--- config.mk ---
export PLATFORM = sky130hd
export DESIGN_NAME = m_ctx_stacker
export DESIGN_NICKNAME = d
export VERILOG_FILES = /design/src/rtl/m_ctx_stacker.sv
export SDC_FILE = /design/constraint.sdc
export NUM_CORES = 1
export LEC_CHECK = 0
export BUFFER_PORTS_ARGS = -buffer_cell sky130_fd_sc_hd__buf_4
export CORE_MARGIN = 2
export CORE_UTILIZATION = 32
export DETAILED_ROUTE_END_ITERATION = 10
export HOLD_SLACK_MARGIN = 0.15
export PLACE_DENSITY = 0.74
export SLEW_MARGIN = 5
export SYNTH_ARGS = -nofsm -noshare
export SYNTH_HDL_FRONTEND = slang
export SYNTH_SLANG_ARGS = --single-unit
--- constraint.sdc ---
create_clock -name clk -period 2.04 [get_ports clk]
set_input_delay 0.408 -clock clk [delete_from_list [all_inputs] [get_ports clk]]
set_output_delay 0.408 -clock clk [all_outputs]
set_load 0.005 [all_outputs]
--- src/rtl/m_ctx_stacker.sv ---
// Context save/restore sequencer: pushes NREG register-file words onto an external
// LIFO on save and pops them back into their slots on restore. Optional: CTX_CHECKSUM_EN.
module m_ctx_stacker #(
  parameter int WORD = 16,
  parameter int NREG = 8,
  localparam int IW = $clog2(NREG)
) (
  input  logic            clk,
  input  logic            reset,
  input  logic            save_req,
  input  logic            restore_req,
  output logic            busy,
  output logic            done,
  output logic            err,
  output logic            stk_push,
  output logic            stk_pop,
  output logic [WORD-1:0] stk_wdata,
  input  logic [WORD-1:0] stk_rdata,
  input  logic            stk_full,
  input  logic            stk_empty,
  output logic [IW-1:0]   rf_raddr,
  input  logic [WORD-1:0] rf_rdata,
  output logic            rf_we,
  output logic [IW-1:0]   rf_waddr,
  output logic [WORD-1:0] rf_wdata
);

  typedef enum logic [2:0] {IDLE, SAVE, POP, WB, DONE} state_t;

  localparam logic [IW-1:0] LAST = IW'(NREG - 1);

  state_t        state, state_nx;
  logic [IW-1:0] idx, idx_nx;
  logic          err_nx;

`ifdef CTX_CHECKSUM_EN
  // ck_phase marks the extra checksum beat: last push on save, first pop on restore
  logic            ck_phase, ck_phase_nx;
  logic [WORD-1:0] ck_acc, ck_acc_nx;
  logic [WORD-1:0] ck_ref, ck_ref_nx;
`endif

  always_ff @(posedge clk or posedge reset) begin
    if (reset) begin
      state    <= IDLE;
      idx      <= '0;
      err      <= 1'b0;
`ifdef CTX_CHECKSUM_EN
      ck_phase <= 1'b0;
      ck_acc   <= '0;
      ck_ref   <= '0;
`endif
    end else begin
      state    <= state_nx;
      idx      <= idx_nx;
      err      <= err_nx;
`ifdef CTX_CHECKSUM_EN
      ck_phase <= ck_phase_nx;
      ck_acc   <= ck_acc_nx;
      ck_ref   <= ck_ref_nx;
`endif
    end
  end

  always_comb begin
    state_nx    = state;
    idx_nx      = idx;
    err_nx      = err;
    busy        = (state != IDLE);
    done        = 1'b0;
    stk_push    = 1'b0;
    stk_pop     = 1'b0;
    stk_wdata   = '0;
    rf_raddr    = '0;
    rf_we       = 1'b0;
    rf_waddr    = '0;
    rf_wdata    = '0;
`ifdef CTX_CHECKSUM_EN
    ck_phase_nx = ck_phase;
    ck_acc_nx   = ck_acc;
    ck_ref_nx   = ck_ref;
`endif

    case (state)
      IDLE: begin
        if (save_req) begin
          state_nx    = SAVE;
          idx_nx      = '0;
          err_nx      = 1'b0;
`ifdef CTX_CHECKSUM_EN
          ck_phase_nx = 1'b0;
          ck_acc_nx   = '0;
`endif
        end else if (restore_req) begin
          state_nx    = POP;
          idx_nx      = LAST;
          err_nx      = 1'b0;
`ifdef CTX_CHECKSUM_EN
          ck_phase_nx = 1'b1;
          ck_acc_nx   = '0;
`endif
        end
      end

      SAVE: begin
        stk_push  = !stk_full;
`ifdef CTX_CHECKSUM_EN
        if (ck_phase) begin
          stk_wdata = ck_acc;
        end else begin
          rf_raddr  = idx;
          stk_wdata = rf_rdata;
        end
        if (stk_full) begin
          err_nx   = 1'b1;
          state_nx = DONE;
        end else if (ck_phase) begin
          ck_phase_nx = 1'b0;
          state_nx    = DONE;
        end else begin
          ck_acc_nx = ck_acc ^ rf_rdata;
          if (idx == LAST) ck_phase_nx = 1'b1;
          else             idx_nx      = idx + IW'(1);
        end
`else
        rf_raddr  = idx;
        stk_wdata = rf_rdata;
        if (stk_full) begin
          err_nx   = 1'b1;
          state_nx = DONE;
        end else if (idx == LAST) begin
          state_nx = DONE;
        end else begin
          idx_nx = idx + IW'(1);
        end
`endif
      end

      POP: begin
        if (stk_empty) begin
          err_nx   = 1'b1;
          state_nx = DONE;
        end else begin
          stk_pop  = 1'b1;
          state_nx = WB;
        end
      end

      WB: begin
`ifdef CTX_CHECKSUM_EN
        if (ck_phase) begin
          ck_ref_nx   = stk_rdata;
          ck_phase_nx = 1'b0;
          state_nx    = POP;
        end else begin
          rf_we     = 1'b1;
          rf_waddr  = idx;
          rf_wdata  = stk_rdata;
          ck_acc_nx = ck_acc ^ stk_rdata;
          if (idx == '0) begin
            if (ck_acc_nx != ck_ref) err_nx = 1'b1;
            state_nx = DONE;
          end else begin
            idx_nx   = idx - IW'(1);
            state_nx = POP;
          end
        end
`else
        rf_we    = 1'b1;
        rf_waddr = idx;
        rf_wdata = stk_rdata;
        if (idx == '0) begin
          state_nx = DONE;
        end else begin
          idx_nx   = idx - IW'(1);
          state_nx = POP;
        end
`endif
      end

      DONE: begin
        done     = 1'b1;
        state_nx = IDLE;
      end

      default: state_nx = IDLE;
    endcase
  end

endmodule

==> out/results.txt <==
Run status = completed
Mean area per synthesized cell = 7.937 um2
Post-Syn Nets = 140
Initial Util = 34.52%
Ports = 82
Tmin final = 1.891 ns
Hold Crit Class = in2reg
Clk buf depth = 2
Number of buffers created by CTS = 3
Total Routing Usage GR = 17.07%
Clock-pin slew on the worst setup and hold paths = 0.05 ns
Crit-path max FO = 22
Drt pass-1 iters = 4
P_int = 0.0008365 W
DR iter-0 viols = 15
Fmax = 0.5288 GHz
CTS tree = built
Crit Path Class = reg2out
Port bufs = 81
Most used cell, CP = buf_4
Post-synth EDFFs = 0
Final worst path period share = 92.71%
PD cells = 969.1 mW/mm2
Clock sink count = 7
Vias in the first global route = 868
Switching share of total power = 41.19%
Layout cells sized above 1 = 51.65%
Ant. Diodes = 0
Slew HR = 75.86%
RSZ-0062 raised after global routing = no
Critical Path Start = state[2]
Total Wirelength = 2535 um
Total power = 0.001422 W
Hpwl dp = 2092 um
CTS root buf = clkbuf_4
Worst path depth = 5
Synth-to-Final Area Change = 86.78%
Grt total ovfl = 0
Switching power = 0.0005859 W
WHS = 0.4117 ns
Routed length per instance = 12.07 um
Clk_lat worst skew = 0.25 ns
Final hold violations = 0
Core Area = 0.002276 mm2
Total number of vias = 1017
First-pass GRT wire length = 3657 um
Filler Cell Count = 206
Worst R2R Start = state[2]
Synth Register Bits = 7
Die X = 53.55 um
Flop pwr share = 19.9%
Post-synth ARST share = 100.0%
Via/cell ratio = 4.843
Combinational group share of total power = 71.5%
Crit path to = stk_wdata[3]
Arr. time, crit path = 1.48 ns
Initial antenna violation count = 0
Worst Reg2Reg Path Length in Cells = 7
Clk pwr share = 8.6%
Final nets = 224
Sequential share of the synthesized area = 22.29%
GPL Wtd Cong = 0.8194
H-Tree Depth = 1
Setup bufs post-CTS = 0
Die area = 0.002868 mm2
Die extent in y = 53.55 um
Distinct cells, synth = 29
Leakage = 0.8360 nW
Cell chain of the critical path = nor2b_1 -> buf_4 -> and2b_4 -> and2_1 -> buf_4
Critical Path Max Stage Delay = 0.37 ns
Gate Count Post-Synth = 99
Buf+Inv Stages, Crit Path = 2
DRC = 0
Worst setup SP type = flop
Element type at the critical path end = primary output
Cell area after synthesis = 785.8 um2
RR Endpoint = idx[2]
Worst-margin pin slew = 0.3570 ns
Num rows = 17
Ys Warns = 0
Crit-path slowest cell = dfrtp_1
Max VDD drop = 0.0007269 V
# setup viols final = 0
Critical path data required time = 1.63 ns
Pins Over Slew Limit = 0
Cell family with the largest share of critical-path delay = simple AND/OR/NAND/NOR gates
Clk_skew = 0.0001625 ns
Max-Cap Viols = 0
Most used flip-flop cell after synthesis = dfrtp_1
Pin count of the biggest net entering global routing = 23
ANT nets after route = 0
Reg2Reg Setup Slack = 0.22 ns
Setup TNS = 0 ns
routing by layer:
metal | GRT usage (%) | share of wire, % | routed length [um]
met5 | 0 | 0 | 0
met4 | 5.983 | 1.3 | 33
met3 | 2.500 | 9.4 | 239
met2 | 34.98 | 54 | 1369
met1 | 16.98 | 35 | 892
flip-flops by register name (all words and copies together), names as in the netlist:
signal and count:
idx 3, state 3, err 1
how the worst min path moves through the flow:
stage,depth (start not counted),endpoint,startpoint
global placement,2,err,reset
detailed placement,2,idx[0],reset
floorplan,1,err,reset
finish,2,state[0],save_req
CTS,2,state[0],save_req
global route,2,state[0],save_req
synth_stat cells, types with 2 or more instances:
cell type | instances | area (um2)
and2_1 | 20 | 125.1
and3_1 | 16 | 100.1
clkbuf_1 | 7 | 26.28
dfrtp_1 | 7 | 175.2
nor2_1 | 6 | 22.52
a21oi_1 | 5 | 25.02
inv_1 | 5 | 18.77
nor3b_1 | 4 | 30.03
mux2_1 | 3 | 33.78
nor3_1 | 3 | 15.01
o21ai_0 | 3 | 15.01
ha_1 | 2 | 25.02
nor2b_1 | 2 | 12.51
power groups by stage:
stage	Sequential [W]	Clock [W]	Combinational, W
2_1_floorplan	0.000266	0	0.000589
4_1_cts	0.000282	0.000127	0.00102
5_1_grt	0.000295	0.000135	0.00114
3_5_place_dp	0.000284	0	0.00101
3_3_place_gp	0.000280	0	0.000993
6_report	0.000283	0.000122	0.00102
worst reg2reg max path, delay by kind of cell (launching register included):
family	cells	cell delay, ns
compound gates	1	0.08
xor+xnor	1	0.15
fa+ha+maj	1	0.42
buf+inv	1	0.10
flops	1	0.37
mux	1	0.28
simple gates	2	0.31
metrics by stage:
stage	worst slack (ns)	utilization (%)	instance area, um2	std cells
2_1_floorplan	0.1615	-	785.8	99
3_3_place_gp	0.2717	62.78	1429	205
3_5_place_dp	0.2331	62.78	1429	205
4_1_cts	0.07731	64.43	1466	210
5_1_grt	0.01870	64.49	1468	210
6_report	0.1488	64.49	1468	210
timing repair:
| action | 4_1_cts | 5_1_grt |
|---|---|---|
| endpoints found under the setup margin | 11 | 16 |
| hold buffers | 1 | 0 |
| endpoints found under the hold margin | 7 | 0 |
| gates resized for setup | 1 | 1 |
layout make-up:
| class | instances | area, um2 | share of cell area, % |
|---|---|---|---|
| multi-input combinational | 79 | 556.8 | 37.94 |
| timing repair buffer | 87 | 655.6 | 44.67 |
| sequential | 7 | 175.2 | 11.94 |
| tap | 28 | 35.03 | 2.387 |
| clock buffer | 4 | 26.28 | 1.790 |
| inverter | 5 | 18.77 | 1.279 |
cells in the final DEF (no fill, tap or decap), drive strengths merged:
cell type / n
a211o: 1
a21oi: 5
a311oi: 1
a31oi: 1
and2: 20
and2b: 1
and3: 16
buf: 86
clkbuf: 4
dfrtp: 7
dlygate4sd3: 1
fa: 1
ha: 2
inv: 5
mux2: 4
nand2: 1
nand3: 1
nor2: 6
nor2b: 2
nor3: 3
nor3b: 4
nor4: 1
nor4b: 1
o211ai: 1
o21ai: 3
o21bai: 1
o32ai: 1
or3b: 1
xor2: 1
cell families (layout without fill, tap and decap cells):
logic type | count (synthesis) | after routing | synth area share [%]
simple gates | 57 | 57 | 44.27
xor+xnor | 1 | 1 | 1.115
fa+ha+maj | 3 | 3 | 5.732
mux | 4 | 4 | 5.732
compound gates | 14 | 14 | 13.69
buf+inv | 13 | 96 | 7.166
flops | 7 | 7 | 22.29
(Power assumes the default switching activity.)
